[config.mk]
export PLATFORM = sky130hd
export DESIGN_NAME = boot_loader
export DESIGN_NICKNAME = d
export VERILOG_FILES = /design/src/rtl/boot_loader.sv
export SDC_FILE = /design/constraint.sdc
export NUM_CORES = 1
export LEC_CHECK = 0
export CORE_UTILIZATION = 40
export CTS_BUF_LIST = sky130_fd_sc_hd__clkbuf_2 sky130_fd_sc_hd__clkbuf_4 sky130_fd_sc_hd__clkbuf_8
export DETAILED_ROUTE_END_ITERATION = 6
export PLACE_DENSITY_LB_ADDON = 0.08
export RECOVER_POWER = 25
export SKIP_LAST_GASP = 1
export SLEW_MARGIN = 5
export SYNTH_ARGS = -nofsm -noshare
export SYNTH_HDL_FRONTEND = slang
export SYNTH_SLANG_ARGS = --single-unit
[constraint.sdc]
create_clock -name clock -period 2 [get_ports clock]
set_input_delay 0.4 -clock clock [delete_from_list [all_inputs] [get_ports clock]]
set_output_delay 0.4 -clock clock [all_outputs]
set_load 0.02 [all_outputs]
[src/rtl/boot_loader.sv]
`default_nettype none
// ============================================================================
//  Module      : boot_loader
//  Description : Streams 32-bit program words over a valid/ready handshake
//                into the instruction region of memory, then enables memory
//                and releases the core after a fixed settle delay. Overflow
//                into the data region is reported as a sticky error.
//                Optional feature macro: BOOT_CHECKSUM_EN (adds a CHECK state
//                that compares one extra beat against a running 32-bit sum).
//  Revision    : 1.0 - initial release
// ============================================================================
module boot_loader #(
    parameter logic [31:0] INSTR_START_PC = 32'h0000_0000,
    parameter int          MAX_WORDS      = 128,
    parameter int          RELEASE_CYCLES = 4,
    parameter int          CNT_WIDTH      = 8
) (
    input  logic                 clock,
    input  logic                 reset,
    input  logic                 boot_start,
    input  logic                 ld_valid,
    input  logic [31:0]          ld_data,
    input  logic                 ld_last,
    output logic                 ld_ready,
    output logic                 mem_wr_en,
    output logic [31:0]          mem_wr_addr,
    output logic [31:0]          mem_wr_data,
    output logic                 mem_en,
    output logic                 core_reset,
    output logic                 boot_done,
    output logic                 boot_error,
    output logic [CNT_WIDTH-1:0] words_loaded
);

    localparam int                     c_settle_w    = $clog2(RELEASE_CYCLES + 1);
    localparam logic [c_settle_w-1:0]  c_settle_init = c_settle_w'(RELEASE_CYCLES - 1);
    localparam logic [CNT_WIDTH-1:0]   c_max_words   = CNT_WIDTH'(MAX_WORDS);

    typedef enum logic [2:0] {
        ST_IDLE   = 3'd0,
        ST_LOAD   = 3'd1,
        ST_SETTLE = 3'd2,
        ST_RUN    = 3'd3,
`ifdef BOOT_CHECKSUM_EN
        ST_CHECK  = 3'd5,
`endif
        ST_ERROR  = 3'd4
    } state_t;

    state_t                  r_state;
    logic                    r_ld_ready;
    logic                    r_mem_wr_en;
    logic [31:0]             r_mem_wr_addr;
    logic [31:0]             r_mem_wr_data;
    logic                    r_mem_en;
    logic                    r_core_reset;
    logic                    r_boot_done;
    logic                    r_boot_error;
    logic [CNT_WIDTH-1:0]    r_words_loaded;
    logic [c_settle_w-1:0]   r_settle_cnt;
`ifdef BOOT_CHECKSUM_EN
    logic [31:0]             r_sum;
`endif

    logic                    w_xfer;
    logic                    w_full;
    logic [31:0]             w_wr_addr;

    // Beat acceptance, region-full detection and the byte address of the next word
    assign w_xfer    = ld_valid && r_ld_ready;
    assign w_full    = (r_words_loaded == c_max_words);
    assign w_wr_addr = INSTR_START_PC + 32'({r_words_loaded, 2'b00});

    // Boot sequencer: all outputs are registered alongside the state
    always_ff @(posedge clock or posedge reset) begin
        if (reset) begin
            r_state        <= ST_IDLE;
            r_ld_ready     <= 1'b0;
            r_mem_wr_en    <= 1'b0;
            r_mem_wr_addr  <= INSTR_START_PC;
            r_mem_wr_data  <= 32'h0;
            r_mem_en       <= 1'b0;
            r_core_reset   <= 1'b1;
            r_boot_done    <= 1'b0;
            r_boot_error   <= 1'b0;
            r_words_loaded <= '0;
            r_settle_cnt   <= '0;
`ifdef BOOT_CHECKSUM_EN
            r_sum          <= 32'h0;
`endif
        end else begin
            // Write strobe is a one-cycle pulse per accepted word
            r_mem_wr_en <= 1'b0;
            case (r_state)
                ST_IDLE: begin
                    if (boot_start) begin
                        r_state        <= ST_LOAD;
                        r_ld_ready     <= 1'b1;
                        r_words_loaded <= '0;
`ifdef BOOT_CHECKSUM_EN
                        r_sum          <= 32'h0;
`endif
                    end
                end
                ST_LOAD: begin
                    if (w_xfer) begin
                        if (w_full) begin
                            // Word would land in the data region: drop it and flag
                            r_boot_error <= 1'b1;
                            r_ld_ready   <= 1'b0;
                            r_state      <= ST_ERROR;
                        end else begin
                            r_mem_wr_en    <= 1'b1;
                            r_mem_wr_addr  <= w_wr_addr;
                            r_mem_wr_data  <= ld_data;
                            r_words_loaded <= r_words_loaded + 1'b1;
`ifdef BOOT_CHECKSUM_EN
                            r_sum          <= r_sum + ld_data;
                            if (ld_last) begin
                                r_state <= ST_CHECK;
                            end
`else
                            if (ld_last) begin
                                r_ld_ready   <= 1'b0;
                                r_mem_en     <= 1'b1;
                                r_settle_cnt <= c_settle_init;
                                r_state      <= ST_SETTLE;
                            end
`endif
                        end
                    end
                end
`ifdef BOOT_CHECKSUM_EN
                ST_CHECK: begin
                    // One extra beat carries the expected sum; it is never written
                    if (w_xfer) begin
                        r_ld_ready <= 1'b0;
                        if (ld_data == r_sum) begin
                            r_mem_en     <= 1'b1;
                            r_settle_cnt <= c_settle_init;
                            r_state      <= ST_SETTLE;
                        end else begin
                            r_boot_error <= 1'b1;
                            r_state      <= ST_ERROR;
                        end
                    end
                end
`endif
                ST_SETTLE: begin
                    if (r_settle_cnt == '0) begin
                        r_core_reset <= 1'b0;
                        r_boot_done  <= 1'b1;
                        r_state      <= ST_RUN;
                    end else begin
                        r_settle_cnt <= r_settle_cnt - 1'b1;
                    end
                end
                ST_RUN: begin
                    // Terminal until reset
                end
                ST_ERROR: begin
                    if (boot_start) begin
                        r_boot_error   <= 1'b0;
                        r_ld_ready     <= 1'b1;
                        r_words_loaded <= '0;
`ifdef BOOT_CHECKSUM_EN
                        r_sum          <= 32'h0;
`endif
                        r_state        <= ST_LOAD;
                    end
                end
                default: begin
                    r_state <= ST_IDLE;
                end
            endcase
        end
    end

    assign ld_ready     = r_ld_ready;
    assign mem_wr_en    = r_mem_wr_en;
    assign mem_wr_addr  = r_mem_wr_addr;
    assign mem_wr_data  = r_mem_wr_data;
    assign mem_en       = r_mem_en;
    assign core_reset   = r_core_reset;
    assign boot_done    = r_boot_done;
    assign boot_error   = r_boot_error;
    assign words_loaded = r_words_loaded;

endmodule
`default_nettype wire

==> flow_summary.yaml, run 1 <==
timing:
  setup_viol: 0
  rsz0062_at_grt: "no"
  period_minus_slack_ns: 1.87
  hold_viol: 0
  setup_ws_ns: 0.134
  finalSetupTns_ns: 0
  fmax_mhz: 536
  slew_viol_final: 0
  tightest_slew_ns: 0.821
  hold_ws_ns: 0.466
  max_slew_margin_pct: 45.3
  period_share_pct: 93.3
  clock_skew_ns: 0.0101
synth:
  yosys-top-cells-area: "dfrtp_1 52%, mux2_4 14%, buf_4 6.6%, mux2_1 3.9%, buf_12 2.1%"
  ys_ff_latch: 60
  yosysSeqAreaShare_pct: 52.7
  synthDistinctLibCells: 44
  synth_area_leader_cell: "dfrtp_1"
  synthCells: 215
  ys_warn_count: 0
  syn_area_per_cell_um2: 13.3
  yosys.area.top_type_share_pct: 51.8
  synth_area_mm2: 0.00285
critical_path:
  worst_ep_arrival_time_ns: 1.47
  cpPeakStageDelay_ns: 0.65
  rr_worst_depth: 5
  path_cells: "clkdlybuf4s50_1"
  critPathLaunchType: "flip-flop"
  worstPathRequired_ns: 1.60
  path_delay_family: "buffers and inverters"
  end_kind: "output port"
  slowest_stage: "clkdlybuf4s50_1"
  crit_type: "reg -> out"
  critical_path_buf_inv_count: 1
  crit_cells: 1
  path_max_fanout: 6
finish:
  nets: 368
  drive_gt1_share_pct: 19.9
  area_growth_syn_to_layout_pct: 41.4
  design_area_mm2: 0.00403
  final_common_cell: "clkdlybuf4s50_1"
  diodes: 0
  layout.cells.most_common_list: "89 x clkdlybuf4s50_1, 59 x dfrtp_1, 27 x mux2_4, 24 x conb_1, 16 x buf_4"
power:
  p_leak_nw: 1.84
  ir_worst_vdd_v: 0.000420
  power_w: 0.00246
  power_density_mw_per_mm2: 609
floorplanning:
  die_w_um: 86.4
  core_mm2: 0.00683
  die_area_mm2: 0.00747
  start_util_pct: 41.7
  row_count: 30
  io_pins: 115
  die_h_um: 86.4
clock_tree:
  cts-buffers-inserted: 9
  ctsHoldBuffers: 0
  post_cts_buffers: 0
  cts_tree: "yes"
  post_cts_resized: 0
  h-tree-depth: 3
  path_clk_slew_ns: 0.07
  clockRootBuffer: "clkbuf_8"
  clk_latency_ns: 0.33
  clockBufferDepth: 2
  clock_sinks: 60
drt:
  first_pass_iters: 4
  vias_per_cell: 4.52
  route.detailed.drc: 0
  routed-via-count: 1934
  drt_wl_total_um: 5890
  wl_per_cell_um: 13.8
  detail-route-antenna-nets: 0
  first_iter_violations: 39
global_route:
  grt_overflow_total: 0
  use_met1_pct: 23.7
  antenna_found_initial: 0
  grt_usage_pct: 16.9
  grt_pass1_vias: 1880
  met2_usage_pct: 24.5
  grt_pass1_wl_um: 9430
  grt_max_degree: 61
  grt-busiest-layer: "met2"
  use_met3_pct: 4.29
run:
  cap_violations: 0
placement:
  place_ws_ns: 0.00334
  port_buffers: 90
  gp_congestion: 0.826
  placed_area_mm2: 0.00385
  place_hpwl_um: 4140
status:
  status: "completed"
worst_hold_path:
  hold_depth: 1
  hp-class: "reg -> reg"
-- routing by layer --
metal | share of wire, % | wire length [um] | vias to the layer above
met1 | 48 | 2830 | 943
met2 | 46 | 2700 | 63
li1 | - | - | 924
met5 | 0 | 0 | -
met3 | 5.2 | 305 | 4
met4 | 1.0 | 59 | 0
-- flip-flops by register name (all words and copies together) (netlist names) --
signal / flops
boot_done: 1
boot_error: 1
core_reset: 1
ld_ready: 1
mem_en: 1
mem_wr_addr: 8
mem_wr_data: 32
mem_wr_en: 1
r_settle_cnt: 3
r_state: 3
words_loaded: 8
-- cells by family after synthesis --
logic type,count (synthesis),share of synthesized area (%)
DFF,60,52.7
muxes,38,18.5
adders and majority gates,4,1.76
xor gates and xnor gates,3,0.922
AOI/OAI and AO/OA,25,5.62
and+or+nand+nor,45,9.79
buffers and inverters,39,10.6
other,1,0.132
-- stage by stage --
stage / std cells / util (%)
global route: 428 / 59.0
CTS: 428 / 59.2
floorplan: 238 / -
detailed placement: 412 / 56.3
global placement: 412 / 56.3
finish: 428 / 59.0
-- synthesized netlist by cell type, drive strengths merged --
cell type	instances
inv	10
nand2	11
o211ai	1
conb	1
clkbuf	1
nor3b	2
o31ai	2
a22o	1
and4	1
xnor2	3
o21ai	10
nor2b	2
nand3	5
a31oi	2
nand4	2
dfrtp	59
a21oi	4
or3b	1
nand4bb	1
buf	28
dfstp	1
or4	1
o32a	1
nor3	5
nor2	8
nand2b	2
a311oi	2
and2	1
mux2i	1
mux2	37
a32o	1
or3	1
or2	1
a31o	1
ha	4
nor4	1
-- area by class of cell --
cell class | instances | area (um^2)
clock buffer | 10 | 131
tap | 96 | 120
timing repair buffer | 107 | 1030
multi-input combinational | 139 | 1130
fill | 584 | 2800
clock inverter | 6 | 65.1
inverter | 10 | 50.0
sequential | 60 | 1500
-- final timing paths --
| path | start | slack (ns) | endpoint |
|---|---|---|---|
| worst max-delay path | words_loaded[0] | 0.13 | words_loaded[0] |
| worst min register to register | mem_en | 0.47 | mem_en |
| worst max register to register | r_state[1] | 0.18 | mem_wr_data[31] |
| worst min-delay path | mem_en | 0.47 | mem_en |
| max in group asynchronous | reset | 0.68 | words_loaded[3] |
| min in group asynchronous | reset | 0.77 | mem_wr_data[1] |
-- where the power goes --
part | internal (W) | switching, W | total (W) | leakage (nW)
Sequential | 0.00122 | 0.00000190 | 0.00122 | 0.815
Combinational | 0.0000705 | 0.0000843 | 0.000155 | 0.928
Clock | 0.000589 | 0.000495 | 0.00108 | 0.0996
(Power assumes the default switching activity.)
==> run 2: changes to the inputs <==
- CTS_CLUSTER_DIAMETER: not set -> 40
==> results of run 2 <==
The final DEF is identical to that of run 1; final timing and power are the same.
==> run 3: changes to the inputs <==
- CAP_MARGIN: not set -> 20
- REMOVE_ABC_BUFFERS: not set -> 1
==> run 3 against run 2 <==
Net effect:
- final cell count fell by 0.93%
- utilization fell by 0.73 points
- critical path type unchanged
- worst hold slack improved by 0.0046 ns
- total power fell by 5.7%
- non-clock buffer count fell by 4
- largest power group unchanged
- cell area fell by 1.2%
- worst setup slack got worse by 0.022 ns
- die area did not move
- sequential share of layout area rose by 0.47 points
==> flow_summary.yaml, run 3 (synthesis gave the netlist of run 1 again) <==
floorplanning:
  die_h_um: 86.4
  io_pins: 115
  start_util_pct: 41.7
  core_mm2: 0.00683
  row_count: 30
  die_w_um: 86.4
  die_area_mm2: 0.00747
timing:
  period_share_pct: 94.4
  period_minus_slack_ns: 1.89
  clock_skew_ns: 0.00731
  rsz0062_at_grt: "no"
  fmax_mhz: 530
  hold_viol: 0
  max_slew_margin_pct: 58.6
  setup_viol: 0
  tightest_slew_ns: 0.620
  slew_viol_final: 0
  finalSetupTns_ns: 0
status:
  status: "completed"
critical_path:
  cpPeakStageDelay_ns: 0.67
  path_delay_family: "buffers and inverters"
  path_max_fanout: 7
  critPathLaunchType: "flip-flop"
  critical_path_buf_inv_count: 1
  worstPathRequired_ns: 1.60
  path_cells: "clkdlybuf4s50_1"
  end_kind: "output port"
  crit_type: "reg -> out"
  worst_ep_arrival_time_ns: 1.49
  slowest_stage: "clkdlybuf4s50_1"
finish:
  layout.cells.most_common_list: "89 x clkdlybuf4s50_1, 59 x dfrtp_1, 27 x mux2_4, 24 x conb_1, 11 x buf_4"
  fin_util_pct: 58.3
  seq_area_mm2: 0.00150
  nFillCells: 599
  area_growth_syn_to_layout_pct: 39.6
  largest_register_ffs: 32
  diodes: 0
  multi_input_area_mm2: 0.00113
  final_common_cell: "clkdlybuf4s50_1"
  drive_gt1_share_pct: 18.6
  nets: 364
clock_tree:
  post_cts_buffers: 0
  clockRootBuffer: "clkbuf_8"
  cts_tree: "yes"
  path_clk_slew_ns: 0.06
  ctsHoldBuffers: 0
  clk_latency_ns: 0.33
  cts-buffers-inserted: 9
  h-tree-depth: 3
  clockBufferDepth: 2
  clock_sinks: 60
  post_cts_resized: 0
power:
  comb_power_share_pct: 6.9
  p_sw_w: 0.000556
  seqPwrFrac_pct: 52.6
  power_density_mw_per_mm2: 582
  internal_power_w: 0.00176
  p_sw_share_pct: 24.0
  pwr-share-clk_pct: 40.6
  ir_worst_vdd_v: 0.000319
  p_leak_nw: 1.82
drt:
  first_iter_violations: 95
  wl_per_cell_um: 14.1
  detail-route-antenna-nets: 0
  vias_per_cell: 4.59
  first_pass_iters: 4
  route.detailed.drc: 0
  routed-via-count: 1948
  drt_wl_total_um: 5960
placement:
  gp_congestion: 0.754
  port_buffers: 90
  place_hpwl_um: 4170
global_route:
  antenna_found_initial: 0
  grt-busiest-layer: "met2"
  grt_usage_pct: 17.2
  met2_usage_pct: 25.5
  grt_pass1_wl_um: 9700
  use_met1_pct: 23.5
  use_met3_pct: 5.24
  grt_overflow_total: 0
  grt_pass1_vias: 1923
  grt_max_degree: 38
run:
  cap_violations: 0
worst_hold_path:
  hp-class: "reg -> reg"
[run 3: cell count changes in the layout (fill, tap and decap cells not counted)]
cell | previous run | this run
clkinvlp_4 | 1 | 0
bufinv_16 | 1 | 0
buf_4 | 16 | 11
inv_1 | 8 | 9
buf_12 | 0 | 1
clkbuf_1 | 0 | 1
clkinv_4 | 2 | 1
clkinv_1 | 1 | 0
clkinv_2 | 2 | 4
[run 3: area by class of cell]
class / instances / area share [%]
sequential: 60 / 37.7
clock buffer: 11 / 3.49
timing repair buffer: 103 / 25.3
tap: 96 / 3.02
inverter: 10 / 1.26
multi-input combinational: 139 / 28.5
clock inverter: 5 / 0.723
[run 3: per-layer routing]
metal / vias to the layer above / wire length, um
met5: - / 0
met4: 0 / 97
met3: 11 / 364
met2: 77 / 2700
met1: 946 / 2800
li1: 914 / -
[run 3: through the flow]
stage	power (W)	cells	hold WS, ns	area [um^2]	worst slack (ns)
finish	0.00232	424	0.471	3980	0.112
global route	0.00242	424	0.494	3980	0.0347
CTS	0.00235	424	0.322	3990	0.0907
detailed placement	0.00140	408	0.454	3820	-0.0269
global placement	0.00140	408	0.451	3820	-0.00770
floorplan	0.00131	209	0.444	2690	0.112
[run 3: worst register-to-register path: cells and delay by family (launching register included)]
family,cells,cell delay (ns)
and+or+nand+nor,3,0.81
DFF,1,0.38
muxes,1,0.37
buffers and inverters,1,0.19
[run 3: final timing paths]
check	start	end	slack, ns	cells past startpoint
hold reg to reg	mem_en	mem_en	0.47	1
max in group asynchronous	reset	mem_wr_data[26]	0.54	3
hold / removal	mem_en	mem_en	0.47	1
min in group asynchronous	reset	mem_wr_data[17]	0.54	2
setup reg to reg	r_state[1]	mem_wr_data[18]	0.13	5
setup / recovery	words_loaded[2]	words_loaded[2]	0.11	1
[run 3: power by group through the flow]
stage | clock, W | sequential (W) | combinational (W)
floorplan | 0 | 0.00124 | 0.0000651
global placement | 0 | 0.00124 | 0.000161
detailed placement | 0 | 0.00124 | 0.000162
CTS | 0.000968 | 0.00122 | 0.000163
global route | 0.00103 | 0.00122 | 0.000174
finish | 0.000939 | 0.00122 | 0.000159
